File: config.mk
export PLATFORM = sky130hd
export DESIGN_NAME = nonce_sweep_scheduler
export DESIGN_NICKNAME = d
export VERILOG_FILES = /design/src/rtl/nonce_sweep_scheduler.sv
export SDC_FILE = /design/constraint.sdc
export NUM_CORES = 2
export LEC_CHECK = 0
export CORE_AREA = 2 2 648 650
export CTS_CLUSTER_DIAMETER = 40
export CTS_CLUSTER_SIZE = 16
export DETAILED_ROUTE_END_ITERATION = 8
export DIE_AREA = 0 0 650 652
export SYNTH_ARGS = -nofsm -noshare
export SYNTH_HDL_FRONTEND = slang
export SYNTH_SLANG_ARGS = --single-unit
File: constraint.sdc
create_clock -name clock -period 9.9 [get_ports clock]
set_clock_uncertainty 0.2 [all_clocks]
set_input_delay 1.98 -clock clock [delete_from_list [all_inputs] [get_ports clock]]
set_output_delay 1.98 -clock clock [all_outputs]
set_load 0.05 [all_outputs]
File: src/rtl/nonce_sweep_scheduler.sv
// nonce_sweep_scheduler
// Drives a SHA-256 core through a nonce range. Each nonce is spliced into the
// latched header block, issued to the core with a one-cycle flag, and the
// returned hash is compared against the latched difficulty target. The sweep
// stops on the first winning hash, at the end of the range, or when the core
// fails to answer within TIMEOUT cycles.

module nonce_sweep_scheduler #(
    parameter int CHUNK_W   = 512,
    parameter int HASH_W    = 256,
    parameter int NONCE_MSB = 511,
    parameter int TIMEOUT   = 1023
) (
    input  logic               clock,
    input  logic               reset,
    input  logic               start,
    input  logic               abort,
    input  logic [CHUNK_W-1:0] header_chunk,
    input  logic [31:0]        nonce_first,
    input  logic [31:0]        nonce_last,
    input  logic [HASH_W-1:0]  target,
    input  logic               hash_done,
    input  logic [HASH_W-1:0]  HASH,
    output logic [CHUNK_W-1:0] chunk,
    output logic               flag,
    output logic               busy,
    output logic               found,
    output logic               exhausted,
    output logic               timeout_err,
    output logic [31:0]        NONCE_OUT,
    output logic [31:0]        hash_count
);

    localparam int CNT_W = $clog2(TIMEOUT + 1);
    localparam logic [CNT_W-1:0] CNT_LAST = CNT_W'(TIMEOUT - 1);

    typedef enum logic [2:0] {
        ST_IDLE  = 3'd0,
        ST_LOAD  = 3'd1,
        ST_ISSUE = 3'd2,
        ST_WAIT  = 3'd3,
        ST_CHECK = 3'd4,
        ST_DONE  = 3'd5
    } state_t;

    state_t             state_r;
    state_t             next_state_s;

    logic [CHUNK_W-1:0] header_r;
    logic [31:0]        nonce_r;
    logic [31:0]        last_r;
    logic [HASH_W-1:0]  target_r;
    logic [HASH_W-1:0]  hash_r;
    logic [CNT_W-1:0]   wait_cnt_r;

    logic [CHUNK_W-1:0] chunk_r;
    logic               flag_r;
    logic               busy_r;
    logic               found_r;
    logic               exhausted_r;
    logic               timeout_r;
    logic [31:0]        nonce_out_r;
    logic [31:0]        hash_count_r;

    logic               flag_nxt_s;
    logic               busy_nxt_s;
    logic               start_ok_s;
    logic               win_s;
    logic               last_s;
    logic               expired_s;

    // Overwrite the nonce field of a header block, keeping every other bit.
    function automatic logic [CHUNK_W-1:0] splice_nonce(
        input logic [CHUNK_W-1:0] hdr,
        input logic [31:0]        nonce
    );
        logic [CHUNK_W-1:0] blk;
        blk = hdr;
        blk[NONCE_MSB -: 32] = nonce;
        return blk;
    endfunction

    assign start_ok_s = ((state_r == ST_IDLE) || (state_r == ST_DONE)) && start && !abort;
    assign win_s      = (hash_r < target_r);
    assign last_s     = (nonce_r == last_r);
    assign expired_s  = (wait_cnt_r == CNT_LAST);

    // State register.
    always_ff @(posedge clock) begin
        if (reset) begin
            state_r <= ST_IDLE;
        end else begin
            state_r <= next_state_s;
        end
    end

    // Next-state decode; abort overrides everything, including a same-cycle start.
    always_comb begin
        next_state_s = state_r;
        if (abort) begin
            next_state_s = ST_IDLE;
        end else begin
            case (state_r)
                ST_IDLE, ST_DONE: begin
                    if (start) begin
                        next_state_s = ST_LOAD;
                    end else begin
                        next_state_s = state_r;
                    end
                end
                ST_LOAD:  next_state_s = ST_ISSUE;
                ST_ISSUE: next_state_s = ST_WAIT;
                ST_WAIT: begin
                    if (hash_done) begin
                        next_state_s = ST_CHECK;
                    end else if (expired_s) begin
                        next_state_s = ST_DONE;
                    end else begin
                        next_state_s = ST_WAIT;
                    end
                end
                ST_CHECK: begin
                    if (win_s || last_s) begin
                        next_state_s = ST_DONE;
                    end else begin
                        next_state_s = ST_LOAD;
                    end
                end
                default:  next_state_s = ST_IDLE;
            endcase
        end
    end

    // Output decode from the upcoming state so flag/busy can be registered without extra latency.
    always_comb begin
        flag_nxt_s = 1'b0;
        busy_nxt_s = 1'b0;
        case (next_state_s)
            ST_ISSUE: begin
                flag_nxt_s = 1'b1;
                busy_nxt_s = 1'b1;
            end
            ST_LOAD, ST_WAIT, ST_CHECK: begin
                flag_nxt_s = 1'b0;
                busy_nxt_s = 1'b1;
            end
            default: begin
                flag_nxt_s = 1'b0;
                busy_nxt_s = 1'b0;
            end
        endcase
    end

    // Registered flag and busy outputs.
    always_ff @(posedge clock) begin
        if (reset) begin
            flag_r <= 1'b0;
            busy_r <= 1'b0;
        end else begin
            flag_r <= flag_nxt_s;
            busy_r <= busy_nxt_s;
        end
    end

    // Sweep datapath: latched job, current nonce, wait counter and sticky status.
    always_ff @(posedge clock) begin
        if (reset) begin
            header_r     <= {CHUNK_W{1'b0}};
            nonce_r      <= 32'd0;
            last_r       <= 32'd0;
            target_r     <= {HASH_W{1'b0}};
            hash_r       <= {HASH_W{1'b0}};
            wait_cnt_r   <= {CNT_W{1'b0}};
            chunk_r      <= {CHUNK_W{1'b0}};
            found_r      <= 1'b0;
            exhausted_r  <= 1'b0;
            timeout_r    <= 1'b0;
            nonce_out_r  <= 32'd0;
            hash_count_r <= 32'd0;
        end else if (abort) begin
            // hash_count and NONCE_OUT deliberately keep their values.
            found_r     <= 1'b0;
            exhausted_r <= 1'b0;
            timeout_r   <= 1'b0;
        end else begin
            case (state_r)
                ST_IDLE, ST_DONE: begin
                    if (start_ok_s) begin
                        header_r     <= header_chunk;
                        nonce_r      <= nonce_first;
                        last_r       <= nonce_last;
                        target_r     <= target;
                        found_r      <= 1'b0;
                        exhausted_r  <= 1'b0;
                        timeout_r    <= 1'b0;
                        hash_count_r <= 32'd0;
                    end else begin
                        nonce_r <= nonce_r;
                    end
                end
                ST_LOAD: begin
                    chunk_r <= splice_nonce(header_r, nonce_r);
                end
                ST_ISSUE: begin
                    wait_cnt_r <= {CNT_W{1'b0}};
                end
                ST_WAIT: begin
                    // A response in the final wait cycle still counts.
                    if (hash_done) begin
                        hash_r <= HASH;
                    end else if (expired_s) begin
                        timeout_r   <= 1'b1;
                        nonce_out_r <= nonce_r;
                    end else begin
                        wait_cnt_r <= wait_cnt_r + {{(CNT_W-1){1'b0}}, 1'b1};
                    end
                end
                ST_CHECK: begin
                    if (hash_count_r != 32'hFFFF_FFFF) begin
                        hash_count_r <= hash_count_r + 32'd1;
                    end else begin
                        hash_count_r <= hash_count_r;
                    end
                    // A win on the final nonce reports found, not exhausted.
                    if (win_s) begin
                        found_r     <= 1'b1;
                        nonce_out_r <= nonce_r;
                    end else if (last_s) begin
                        exhausted_r <= 1'b1;
                        nonce_out_r <= nonce_r;
                    end else begin
                        nonce_r <= nonce_r + 32'd1;
                    end
                end
                default: begin
                    nonce_r <= nonce_r;
                end
            endcase
        end
    end

    assign chunk       = chunk_r;
    assign flag        = flag_r;
    assign busy        = busy_r;
    assign found       = found_r;
    assign exhausted   = exhausted_r;
    assign timeout_err = timeout_r;
    assign NONCE_OUT   = nonce_out_r;
    assign hash_count  = hash_count_r;

endmodule

==> results.ini <==
[die]
ios=1674
initial_core_util_pct=15.5
die_x_um=650
die_h_um=652
rows=237
coreArea_mm2=0.416
fp.dieArea_mm2=0.424

[detailed_routing]
ant_nets=0
routedWlPerCell_um=25.5
wl_um=401000
drtIter0Drc=4777
drt-vias-per-instance=4.08
drcViolationCount=0
dr.pass1.iters=6
vias=64200

[worst_setup_path]
cp-end-kind=register
cp_max_fo=16
critPathLaunchType=register
arrival_ps=6970
cp_top_family=simple AND/OR/NAND/NOR gates
path_buf_inv=1
crit_type=register to register
worst_path_largest_cell_delay_ps=900
required_ps=10520
slowest_stage=nor4_2
cp_cell_sequence=inv_1, ha_1, nand4_1, nor4_2, nand4_2, nor4_2, nand4_1, o221ai_2, or3_1, nand3_1, o22ai_1

[cts]
cts_made_buffers=327
cts.repair.resized=0
clk_pin_slew_ps=50
cts_tree=built
cts.sinks=1650
root_buffer=clkbuf_16
post_cts_buffers=0
cts_buffer_depth=4
htreeDepth=5
ctsHoldBuffers=0
clk_latency_ps=920

[layout]
nNetsFinal=11200
mostFrequentLayoutCells=nand2_1 (3,228), a21oi_1 (1,673), dfxtp_1 (1,650)
n_fill_cell=46000
multi_input_area_mm2=0.0284
drive_above_1_share_pct=7.07
regArea_mm2=0.0330
syn2layout_area_growth_pct=52.7
stdcell_count=15700
final_common_cell=nand2_1
fin_area_mm2=0.0986

[sta]
slew_violations=0
period_share_pct=64.2
fmaxAchievable_ghz=0.157
rsz0062_at_grt=false
maxSlewHeadroom_pct=4.95
setup_tns_ps=0
hold_violations=0
setup_violations=0
tightest_slew_ps=1430
period_minus_slack_ps=6350

[synthesis]
ys_types=76
synth_top_area_share_pct=51.1
synthArstFlopShare_pct=0
synth_seq_cells=1650
netlist.top_cell.by_area=dfxtp_1
yosys_warnings=0
postSynthCellCount=8345
syn-cell-area_mm2=0.0646
synth-edff-count=0
ys_seq_area_share_pct=51.1
synth_ff_type=dfxtp_1
synth_area_leaders=dfxtp_1 (51%), nand2_1 (19%), a21oi_1 (13%)
synth.avg_cell_area_um2=7.74
syn_nets=9697

[pwr]
p_clk_share_pct=58.6
p_switching_mw=5.06
leakage_nw=34.3
ir_worst_vdd_mv=0.162
p_int_mw=15.0
power_switching_share_pct=25.3
power_frac_seq_pct=34.5
cellPowerDensity_mw_per_mm2=203
comb_power_share_pct=6.8

[global_route]
grt_pass1_vias=60900
grt_first_pass_wirelength_um=527000
antenna_found_initial=343
grt_max_degree=202
grt_usage_pct=18.1
gr-total-overflow=0

[min_path]
hp-class=register to register

[place]
dp_hpwl_um=322000
routabilityCongestion=0.963
placed_area_mm2=0.0867
placed_cells_incl_taps=15000
portBuffers=1641

[flow_run]
maxCapViolations=0

[status]
status=complete, no violations

[cells by family after synthesis]
family,synth area share (%)
and+or+nand+nor,22.3
AOI/OAI and AO/OA,15.0
DFF,51.1
buffers and inverters,4.91
adders and majority gates,5.02
xor gates and xnor gates,0.922
muxes,0.703
[area by class of cell]
cell class	instances	share of cell area [%]
timing repair buffer	1724	17.6
clock inverter	211	2.83
inverter	274	1.04
multi-input combinational	5858	28.8
tap	5497	6.97
sequential	1650	33.5
antenna	114	0.289
clock buffer	390	9.00
[cell usage after synthesis, types with 6 or more instances]
master and number:
nand2_1 3229, a21oi_1 1673, dfxtp_1 1650, clkbuf_1 543, inv_1 272, ha_1 259, nor2_1 106, nand4_1 67
o21ai_0 61, nand3_1 53, xor2_1 53, nor3_1 39, mux2i_1 33, nor2b_1 27, nor4_1 26, a211oi_1 18
a21o_1 17, and4_1 17, xnor2_1 15, and3_1 12, mux2_2 11, o22ai_1 11, a221oi_1 10, or3_1 10
buf_1 8, buf_2 7, o211ai_1 7, o21a_1 7, a31oi_1 6, nand2b_1 6
[tightest hold or removal path, stage by stage (launching register included)]
cell and delay (ps):
dfxtp_1 310, nand2_1 60, a21oi_1 50
[metal layers]
layer / global-route usage [%] / vias up / part of all wire, %
met1: 19.4 / 30100 / 37
met4: 10.9 / 136 / 6.5
met2: 30.1 / 2478 / 47
met5: 0 / - / 0.22
li1: - / 30600 / -
met3: 6.91 / 968 / 8.9
[stage by stage]
step | util [%] | total power [mW] | setup WS (ps) | hold WS [ps]
final | 23.7 | 20.0 | 3550 | 220
after global routing | 23.7 | 20.7 | 3440 | 219
after CTS | 23.6 | 20.3 | 3460 | 199
after detailed placement | 20.8 | 8.43 | 3450 | 242
after global placement | 20.8 | 8.42 | 3510 | 236
after floorplan | - | 7.62 | 6030 | 231
[final timing paths]
path | startpoint | end | slack, ps | depth (start not counted)
worst max-delay path | target_r[255] | nonce_r[5] | 3550 | 11
worst min-delay path | header_r[106] | chunk[106] | 220 | 2
worst max register to register | target_r[255] | nonce_r[5] | 3550 | 11
worst min register to register | header_r[106] | chunk[106] | 220 | 2
[registers in the layout, summed over array words and instances (netlist names), 3 cells and up]
| name | cells |
|---|---|
| chunk | 512 |
| header_r | 480 |
| hash_r | 256 |
| target_r | 256 |
| NONCE_OUT | 32 |
| hash_count | 32 |
| last_r | 32 |
| nonce_r | 32 |
| wait_cnt_r | 10 |
| state_r | 3 |
[power groups by stage]
stage | sequential (mW) | clock (mW) | combinational [mW]
final | 6.92 | 11.8 | 1.37
after global routing | 6.93 | 12.3 | 1.48
after CTS | 6.92 | 12.0 | 1.39
after detailed placement | 7.05 | 0 | 1.38
after global placement | 7.05 | 0 | 1.37
after floorplan | 7.06 | 0 | 0.556
Power figures use the tool's default switching activity.
